### config.mk
export PLATFORM = sky130hd
export DESIGN_NAME = bus_region_controller
export DESIGN_NICKNAME = d
export VERILOG_FILES = /design/src/rtl/bus_ctrl_pkg.sv /design/src/rtl/bus_region_decoder.sv /design/src/rtl/bus_region_controller.sv
export SDC_FILE = /design/constraint.sdc
export NUM_CORES = 1
export LEC_CHECK = 0
export ABC_CLOCK_PERIOD_IN_PS = 4650
export CAP_MARGIN = 20
export CORE_MARGIN = 2
export CORE_UTILIZATION = 46
export CTS_CLUSTER_DIAMETER = 60
export DETAILED_ROUTE_END_ITERATION = 8
export PLACE_DENSITY = 0.81
export SLEW_MARGIN = 20
export SYNTH_ARGS = -nofsm -noshare
export SYNTH_HDL_FRONTEND = slang
export SYNTH_HIERARCHICAL = 1
export SYNTH_SLANG_ARGS = --single-unit
### constraint.sdc
create_clock -name clk -period 4.65 [get_ports clk]
set_input_delay 1.395 -clock clk [delete_from_list [all_inputs] [get_ports clk]]
set_output_delay 1.395 -clock clk [all_outputs]
set_load 0.01 [all_outputs]
### src/rtl/bus_ctrl_pkg.sv
// bus_ctrl_pkg: shared states, bus widths and tag extraction for the bus region controller
package bus_ctrl_pkg;
  localparam int DATA_W = 32;
  localparam int ADDR_W = 32;
  typedef enum logic [1:0] {IDLE_WAIT, IDLE, ACCESS, RESP} state_t;
  function automatic logic [ADDR_W-1:0] tag_of(input logic [ADDR_W-1:0] addr, input int tag_width);
    return addr >> (ADDR_W - tag_width);
  endfunction
endpackage

### src/rtl/bus_region_decoder.sv
// bus_region_decoder: matches the address tag against the region tags, lowest index wins
module bus_region_decoder
  import bus_ctrl_pkg::*;
#(
  parameter int NUM_REGIONS = 3,
  parameter int TAG_WIDTH = 10,
  parameter logic [NUM_REGIONS*TAG_WIDTH-1:0] REGION_TAGS = {10'h2, 10'h1, 10'h0},
  localparam int IW = NUM_REGIONS > 1 ? $clog2(NUM_REGIONS) : 1
) (
  input  logic [ADDR_W-1:0]      addr,
  output logic                   hit,
  output logic [NUM_REGIONS-1:0] sel,
  output logic [IW-1:0]          idx
);
  logic [TAG_WIDTH-1:0] tag;
  assign tag = TAG_WIDTH'(tag_of(addr, TAG_WIDTH));
  always_comb begin
    hit = 1'b0;
    sel = '0;
    idx = '0;
    for (int i = NUM_REGIONS - 1; i >= 0; i--)
      if (tag == REGION_TAGS[i*TAG_WIDTH +: TAG_WIDTH]) begin
        hit = 1'b1;
        sel = '0;
        sel[i] = 1'b1;
        idx = IW'(i);
      end
  end
endmodule

### src/rtl/bus_region_controller.sv
// bus_region_controller: one-at-a-time CPU request to tagged slave regions with timeout and error count
module bus_region_controller
  import bus_ctrl_pkg::*;
#(
  parameter int NUM_REGIONS = 3,
  parameter int TAG_WIDTH = 10,
  parameter logic [NUM_REGIONS*TAG_WIDTH-1:0] REGION_TAGS = {10'h2, 10'h1, 10'h0},
  parameter int TIMEOUT_CYCLES = 256,
  parameter int ERRCNT_WIDTH = 16
) (
  input  logic                          clk,
  input  logic                          rst,
  input  logic                          req_valid,
  output logic                          req_ready,
  input  logic [ADDR_W-1:0]             req_addr,
  output logic                          resp_valid,
  input  logic                          resp_ready,
  output logic [DATA_W-1:0]             resp_data,
  output logic                          resp_err,
  output logic [NUM_REGIONS-1:0]        oen,
  input  logic [NUM_REGIONS*DATA_W-1:0] slave_data,
  input  logic [NUM_REGIONS-1:0]        slave_ready,
  output logic [ERRCNT_WIDTH-1:0]       err_count
);
  localparam int IW = NUM_REGIONS > 1 ? $clog2(NUM_REGIONS) : 1;
  localparam int CW = $clog2(TIMEOUT_CYCLES) + 1;
  state_t state, state_n;
  logic [ADDR_W-1:0] addr_q, dec_addr;
  logic [NUM_REGIONS-1:0] sel;
  logic [IW-1:0] idx;
  logic [CW-1:0] cnt;
  logic [DATA_W-1:0] rdata;
  logic hit, rdy, tmo;
  // In IDLE the incoming address is decoded so the select can be latched on accept
  assign dec_addr = state == IDLE ? req_addr : addr_q;
  bus_region_decoder #(
    .NUM_REGIONS(NUM_REGIONS),
    .TAG_WIDTH(TAG_WIDTH),
    .REGION_TAGS(REGION_TAGS)
  ) u_dec (
    .addr(dec_addr),
    .hit(hit),
    .sel(sel),
    .idx(idx)
  );
  assign rdy = slave_ready[idx];
  assign rdata = slave_data[idx*DATA_W +: DATA_W];
  assign tmo = TIMEOUT_CYCLES > 0 && cnt == CW'(TIMEOUT_CYCLES - 1);
  always_comb begin
    state_n = state;
    case (state)
      IDLE_WAIT: state_n = IDLE;
      IDLE:      state_n = !req_valid ? IDLE : hit ? ACCESS : RESP;
      ACCESS:    state_n = (rdy || tmo) ? RESP : ACCESS;
      RESP:      state_n = resp_ready ? IDLE : RESP;
      default:   state_n = IDLE_WAIT;
    endcase
  end
  always_ff @(posedge clk or negedge rst) begin
    if (!rst) begin
      state <= IDLE_WAIT;
      req_ready <= 1'b0;
      resp_valid <= 1'b0;
      resp_data <= '0;
      resp_err <= 1'b0;
      oen <= '0;
      err_count <= '0;
      cnt <= '0;
      addr_q <= '0;
    end else begin
      state <= state_n;
      req_ready <= state_n == IDLE;
      resp_valid <= state_n == RESP;
      oen <= state_n == ACCESS ? sel : '0;
      if (state == IDLE && req_valid) begin
        addr_q <= req_addr;
        resp_data <= '0;
        resp_err <= !hit;
      end
      if (state == ACCESS) begin
        cnt <= cnt + 1'b1;
        if (state_n == RESP) begin
          resp_data <= rdy ? rdata : '0;
          resp_err <= !rdy;
        end
      end
      if (state == RESP && resp_ready) begin
        cnt <= '0;
        if (resp_err && err_count != '1) err_count <= err_count + 1'b1;
      end
    end
  end
endmodule

# --- Word level (Yosys, flattened, before mapping) ---
# Cells that the tools add are included.
classes:
  n_mux: 27
  n_eq_ne: 10
  order_cmp: 1
  n_reduce_logical: 10
  add_sub_neg: 2
  shifts: 1
ops:
  columns: ["cell", "n"]
  rows:
  - ["two-way mux 32 bit", 5]
  - ["variable part select 96 x 8 -> 32 bit", 1]
  - ["two-way mux 9 bit", 2]
  - ["adder 16 x 1 -> 16 bit, second input constant", 1]
  - ["!= test 16 bit, second input constant", 1]
  - ["two-way mux 3 bit", 4]
  - ["equality test 10 x 1 -> 1 bit, second input constant", 1]
  - ["equality test 10 x 2 -> 1 bit, second input constant", 1]
  - ["zero test 10 bit", 1]
  - ["two-way mux 2 bit", 5]
  - ["adder 9 x 1 -> 9 bit, second input constant", 1]
  - ["equality test 9 x 8 -> 1 bit, second input constant", 1]
  - ["two-way mux 1 bit", 9]
  - ["equality test 2 bit, second input constant", 4]
  - ["one-hot mux 2 bit (4 select lines)", 1]
  - ["equality test 2 x 1 -> 1 bit, second input constant", 2]
  - ["logical AND 1 bit", 3]
  - ["< comparator 2 x 3 -> 1 bit, second input constant", 1]
  - ["binary-select mux 1 bit (select 2 bit)", 1]
  - ["zero test 1 bit", 2]
  - ["zero test 2 bit", 1]
  - ["AND reduction 2 bit", 1]
  - ["nonzero test 2 bit", 1]
  - ["logical OR 1 bit", 1]
totals:
  input_bits: 135
  regBits: 97
  out_inout_bits: 54
  word_cells: 60

# --- Depth between registers and ports, before layout ---
# Gate-level depths: netlist of run 1.
depth:
  ltp_word: 14
  ltp_mapped: 14
  mapped_depth_nobuf: 8

# --- Cells and area by module ---
# Netlist of run 1, hierarchy kept.
by_module_without_submodules:
  columns: ["mod", "cells_per_inst", "seq_area_each_um2", "n_inst", "area_each_um2"]
  rows:
  - ["bus_region_controller", 471, 2427.3, 1, 5146.2]
  - ["bus_region_decoder", 9, 0.0, 1, 76.3]

# --- Worst setup path before layout of run 1 ---
# Ideal clock, no wire load.
synth_path:
  path_type: "input to register"
  from: "input req_addr[31]"
  to: "register resp_data[10]"
  setup_time_ns: 0.127
  stages: 10
  setup_slack_ns: 0.927
  t_arrival_ns: 3.596
  required_time_ns: 4.523
  cell_sequence: "mux2_2 -> or4_4 -> nor4b_2 -> buf_2 -> nor2b_1 -> buf_6 -> o2bb2ai_2 -> o21a_1 -> buf_2 -> o21ai_0"
synth_via:
  elab_cells_between_ends: 22
  cone_classes: "eq/ne: 3; shift: 1; mux: 16; reduce/logical: 2"
synth_lines:
  columns: ["element", "line", "source"]
  rows:
  - ["from (decl)", "bus_region_controller.sv:15", "input logic [ADDR_W-1:0] req_addr,"]
  - ["two-way mux 32 bit *", "bus_region_controller.sv:35", "assign dec_addr = state == IDLE ? req_addr : addr_q;"]
  - ["equality test 10 x 1 -> 1 bit", "bus_region_decoder.sv:22", "if (tag == REGION_TAGS[i*TAG_WIDTH +: TAG_WIDTH]) begin"]
  - ["two-way mux 2 bit", "bus_region_decoder.sv:22", null]
  - ["two-way mux 2 bit *", "bus_region_decoder.sv:22", null]
  - ["via idx[0]", "bus_region_controller.sv:30", "logic [IW-1:0] idx;"]
  - ["binary-select mux 1 bit (select 2 bit)", "bus_region_controller.sv:46", "assign rdy = slave_ready[idx];"]
  - ["two-way mux 1 bit (not written as such)", "bus_region_controller.sv:46", null]
  - ["logical OR 1 bit", "bus_region_controller.sv:54", "ACCESS: state_n = (rdy || tmo) ? RESP : ACCESS;"]
  - ["two-way mux 1 bit", "bus_region_controller.sv:54", null]
  - ["one-hot mux 2 bit (4 select lines)", "bus_region_controller.sv:51", "case (state)"]
  - ["equality test 2 bit", "bus_region_controller.sv:82", "if (state_n == RESP) begin"]
  - ["two-way mux 32 bit *", "bus_region_controller.sv:82", null]
  - ["two-way mux 32 bit *", "bus_region_controller.sv:80", "if (state == ACCESS) begin"]
  - ["to (signal assigned)", "bus_region_controller.sv:83", "resp_data <= rdy ? rdata : '0;"]
  - ["to (decl)", "bus_region_controller.sv:18", "output logic [DATA_W-1:0] resp_data,"]
# Mark *: on every way through the listed nets, which the timed path passes. The rest lies on a longest branch. The select of a mux whose other input is x is not followed.
# A chain may end at the register's enable or synchronous reset.

# --- Final worst setup path of run 1 ---
layout_path:
  from: "input req_addr[27]"
  to: "register resp_data[21]"
layout_via:
  elab_cells_between_ends: 22
  cone_classes: "eq/ne: 3; shift: 1; mux: 16; reduce/logical: 2"
layout_lines:
  columns: ["element", "line", "source"]
  rows:
  - ["two-way mux 32 bit *", "bus_region_controller.sv:35", null]
  - ["via dec_addr[27]", "bus_region_controller.sv:28", "logic [ADDR_W-1:0] addr_q, dec_addr;"]
  - ["equality test 10 x 1 -> 1 bit", "bus_region_decoder.sv:22", null]
  - ["two-way mux 2 bit", "bus_region_decoder.sv:22", null]
  - ["two-way mux 2 bit *", "bus_region_decoder.sv:22", null]
  - ["via idx[0]", "bus_region_controller.sv:30", null]
  - ["binary-select mux 1 bit (select 2 bit)", "bus_region_controller.sv:46", null]
  - ["two-way mux 1 bit (not written as such)", "bus_region_controller.sv:46", null]
  - ["logical OR 1 bit", "bus_region_controller.sv:54", null]
  - ["two-way mux 1 bit", "bus_region_controller.sv:54", null]
  - ["one-hot mux 2 bit (4 select lines)", "bus_region_controller.sv:51", null]
  - ["equality test 2 bit", "bus_region_controller.sv:82", null]
  - ["two-way mux 32 bit *", "bus_region_controller.sv:82", null]
  - ["two-way mux 32 bit *", "bus_region_controller.sv:80", null]
# Marked as above.

==> results of run 1 <==
## layout make-up
| cell class | instances | area (sq um) | share of cell area (%) |
|---|---|---|---|
| Multi-Input combinational cell | 297 | 2117 | 34.59 |
| Sequential cell | 75 | 1877 | 30.67 |
| Timing Repair Buffer | 176 | 1734 | 28.34 |
| Clock buffer | 11 | 141.4 | 2.310 |
| Tap cell | 108 | 135.1 | 2.208 |
| Clock inverter | 5 | 100.1 | 1.636 |
| Inverter | 4 | 15.01 | 0.2453 |
## worst max-delay path, stage by stage
cell             delay [ns]
clkdlybuf4s50_1        0.42
mux2_2                 0.30
or4_4                  0.58
nor4b_4                0.27
buf_4                  0.41
o2bb2ai_2              0.15
o21a_1                 0.19
buf_4                  0.22
o21ai_0                0.21
## worst min path at each step
stage | end | slack (ns) | start
3_5_place_dp | cnt[7] | 0.48 | cnt[7]
3_3_place_gp | cnt[7] | 0.45 | cnt[7]
6_report | cnt[7] | 0.48 | cnt[7]
5_1_grt | cnt[7] | 0.51 | cnt[7]
2_1_floorplan | cnt[7] | 0.44 | cnt[7]
4_1_cts | cnt[7] | 0.49 | cnt[7]
## state kept, by name, summed over array words and instances (netlist names)
| signal | count |
|---|---|
| addr_q | 10 |
| oen | 3 |
| err_count | 16 |
| resp_data | 32 |
| cnt | 9 |
| resp_err | 1 |
| resp_valid | 1 |
| state | 2 |
| req_ready | 1 |
## power by group
group | switching [mW] | internal [mW]
combinational | 0.145 | 0.220
sequential | 0.0545 | 0.706
clock | 0.232 | 0.370
total | 0.431 | 1.30
## metrics by stage
stage	util [%]	area, sq um	worst slack [ns]	power, mW
global placement	67.08	5878	0.3827	1.122
global route	69.83	6120	0.5409	1.802
detailed placement	67.08	5878	0.3560	1.137
CTS	69.83	6120	0.7324	1.740
finish	69.83	6120	0.7275	1.727
floorplan	-	4161	0.9271	0.9256
## per-layer routing
layer | wire, um | part of all wire (%) | GRT usage (%)
met5 | 0 | 0 | 0
met4 | 268 | 2.3 | 8.957
met3 | 832 | 7.3 | 6.746
met2 | 5805 | 51 | 41.22
met1 | 4538 | 40 | 27.35
==> impl_metrics.ini, run 1 <==
[detailed_routing]
avgViaCountPerCell = 5.664
drt_iter0_drc = 113
avgRoutedWirePerCell_um = 16.93
drtAntennaViolNets = 0
drtPass1Iterations = 5
remaining_drc_errors = 0
route.vias.total = 3829
wl_um = 11440

[critical_path]
critPathArrivalTime_ns = 4.18
cp_max_fo = 34
r2r_setup_slack_ns = 1.10
cp-endpoint = resp_data[21]
required_ns = 4.91
critPathLaunchType = primary input
crit_start = req_addr[27]
setup.worst_path.class = in -> reg
reg2reg_depth = 9
worstSetupEndpointType = flip-flop
r2r-start = state[0]
r2r_end = resp_data[21]

[clocking]
hold_buffers = 0
cts_root_buffer = clkbuf_8
ctsHtreeMaxLevel = 3
numCtsBuffers = 9
path_clk_slew_ns = 0.07
post-cts-setup-buffer-count = 0
postCtsResizedCells = 0
clk_latency_ns = 0.34
cts_tree = done
cts_sinks = 75
cts_buffer_depth = 2

[placement]
placed_cells = 660
routabilityCongestion = 0.8061
io_buffers = 166
dpl.hpwl_um = 8344

[global_routing]
grt_pass1_wl_um = 18570
antenna_found_initial = 0
track_usage_pct = 23.54
grt_max_degree = 76
grt_pass1_vias = 3967
grt_overflow = 0

[final_layout]
num-fill-cells = 646
syn_to_final_growth_pct = 47.05
final_cell_mix = clkdlybuf4s50_1 (165), dfrtp_1 (75), nand2_1 (47)
finalNetCount = 701
antennaDiodeCount = 0
layout_commonest_cell = clkdlybuf4s50_1
layoutNonFillerInstCount = 676
layout-drive-gt1-share_pct = 11.09

[timing]
max_slew.worst_pin.slew_ns = 0.9353
rsz0062_at_grt = no
tns_ns = 0
period_needed_ns = 3.922
whs_ns = 0.4822
fin_crit_sh_pct = 84.35
maxSlewViolCount = 0
slew_headroom_pct = 37.65
hold_viol_final = 0
max_freq_ghz = 0.2549
setup_viol = 0
clock_skew_ns = 0.01034

[pwr]
vdd_drop_max_mv = 0.1741
power_density_nw_per_um2 = 282.2
p_leak_nw = 2.402

[synth]
syn_nets = 549
syn_area_sq_um = 4161
synth.avg_cell_area_sq_um = 10.13
syn_inst = 411
yosysWarnings = 6

[floorplan]
start_util_pct = 47.49
die_y_um = 99.12
rows = 34
die-area_sq_um = 9824
die_x_um = 99.12
coreArea_sq_um = 8763
pin_count = 189

[min_path]
hold_path_class = reg -> reg
whs_path_depth = 1

[run]
maxCapViolCount = 0

[run_status]
status = finished clean
(Power assumes the default switching activity.)
==> inputs of run 2 (changes only) <==
ABC_CLOCK_PERIOD_IN_PS = 3600   (was 4650)
CORE_UTILIZATION = 41   (was 46)
PLACE_DENSITY = 0.76   (was 0.81)
clock period = 3.6 ns   (was 4.65 ns; I/O delays follow)
==> run 2 against run 1 <==
  * Sequential cell count is the same
  * Clock skew shrank 0.0016 ns
  * First-iteration DRC count grew 12%
  * Global-route usage shrank 2.6 points
  * Via count shrank 1.4%
  * Worst setup slack lost 0.56 ns
  * Worst hold slack gained 0.017 ns
  * Cell area grew 1.7%
  * Largest cell class unchanged
  * Largest power group unchanged
  * Highest routed layer unchanged
==> impl_metrics.ini, run 2 (same netlist as run 1, synthesis figures left out) <==
[run_status]
status = finished clean

[final_layout]
antennaDiodeCount = 0
final_area_sq_um = 6226
syn_to_final_growth_pct = 49.61
finalNetCount = 711
layout-drive-gt1-share_pct = 12.80
largest_reg_flops = 32
final_cell_mix = clkdlybuf4s50_1 (165), dfrtp_1 (75), nand2_1 (47)
regMostFlops = resp_data
layout_commonest_cell = clkdlybuf4s50_1
layoutNonFillerInstCount = 711
top_regs = resp_data x32, err_count x16, addr_q x10

[timing]
period_needed_ns = 3.430
clock_skew_ns = 0.008779
setup_viol = 0
fin_crit_sh_pct = 95.28
max_freq_ghz = 0.2915
maxSlewViolCount = 0
max_slew.worst_pin.slew_ns = 0.9443
setup_slack_ns = 0.1698
slew_headroom_pct = 37.05
whs_ns = 0.4994
tns_ns = 0
hold_viol_final = 0

[clocking]
cts_root_buffer = clkbuf_8
postCtsResizedCells = 0
cts_sinks = 75
numCtsBuffers = 9
cts_tree = done
post-cts-setup-buffer-count = 0
cts_buffer_depth = 2
ctsHtreeMaxLevel = 3
clk_latency_ns = 0.35
path_clk_slew_ns = 0.08
hold_buffers = 0

[floorplan]
die_x_um = 104.7
die_y_um = 104.7
coreArea_sq_um = 9819
rows = 36
pin_count = 189
start_util_pct = 42.38
die-area_sq_um = 10970

[pwr]
p_leak_nw = 2.440
switching_share_pct = 26.48
clockPowerShare_pct = 32.8
p_int_mw = 1.596
power_switching_mw = 0.5749
p_seq_share_pct = 44.8
power_frac_comb_pct = 22.4
vdd_drop_max_mv = 0.1885
power_density_nw_per_um2 = 348.7

[min_path]
hold_path_class = reg -> reg

[critical_path]
cp_max_fo = 28
critPathArrivalTime_ns = 3.69
required_ns = 3.86
critPathLaunchType = primary input
worstSetupEndpointType = flip-flop
setup.worst_path.class = in -> reg

[placement]
pre_cts_ws_ns = -0.3325
routabilityCongestion = 0.8767
place_area_sq_um = 5997
io_buffers = 166
dpl.hpwl_um = 8608
placed_cells = 695

[detailed_routing]
avgViaCountPerCell = 5.311
drtAntennaViolNets = 0
route.vias.total = 3776
wl_um = 11220
drt_iter0_drc = 127
remaining_drc_errors = 0
drtPass1Iterations = 4
avgRoutedWirePerCell_um = 15.78

[global_routing]
antenna_found_initial = 0
grt_pass1_vias = 3888
grt_max_degree = 76
grt_pass1_wl_um = 18470
track_usage_pct = 20.96
grt_overflow = 0

[run]
maxCapViolCount = 0
==> run 2: cell types whose count changed in the layout (fill, tap and decap cells not counted), sizes merged <==
cell | before | now
buf | 11 | 21
bufinv | 3 | 2
clkbuf | 11 | 10
clkinv | 2 | 1
clkinvlp | 0 | 2
inv | 4 | 5
==> run 2: per-layer routing <==
metal,up-vias,GRT usage [%],share of wire (%)
met2,136,36.87,51
met5,-,0,0
met4,0,10.86,3.7
met1,1796,23.59,39
li1,1814,-,-
met3,30,4.803,6.1
==> run 2: final timing paths <==
check | cells after the start | startpoint | to | slack [ns]
setup reg to reg | 10 | state[1] | resp_data[27] | 0.33
max in group asynchronous | 1 | rst | cnt[1] | 2.12
setup / recovery | 10 | req_addr[31] | resp_data[27] | 0.17
hold reg to reg | 1 | cnt[7] | cnt[7] | 0.50
min in group asynchronous | 1 | rst | oen[1] | 0.89
hold / removal | 1 | cnt[7] | cnt[7] | 0.50
==> run 2: final cells by class <==
cell class,instances,area [sq um]
tap,133,166.4
fill,867,3593
sequential,75,1877
timing repair buffer,186,1822
clock inverter,6,88.84
multi-input combinational,297,2130
clock buffer,10,127.6
inverter,4,15.01
==> run 2: power groups by stage <==
stage | clock [mW] | combinational [mW] | sequential [mW]
after global placement | 0 | 0.476 | 0.986
after global routing | 0.758 | 0.530 | 0.986
after CTS | 0.728 | 0.489 | 0.974
after floorplan | 0 | 0.199 | 0.996
after detailed placement | 0 | 0.487 | 0.989
final | 0.711 | 0.487 | 0.974
==> run 2: critical path: stages <==
cell and delay, ns:
clkdlybuf4s50_1 0.41, mux2_2 0.26, or4_4 0.58, nor4_4 0.26
buf_4 0.18, mux2i_2 0.23, o2bb2ai_2 0.12, o21a_1 0.22
buf_12 0.17, o21ai_0 0.17
==> run 2: through the flow <==
stage,utilization (%),power (mW)
CTS,63.28,2.191
floorplan,-,1.196
global route,63.40,2.275
global placement,61.07,1.462
finish,63.40,2.171
detailed placement,61.07,1.476
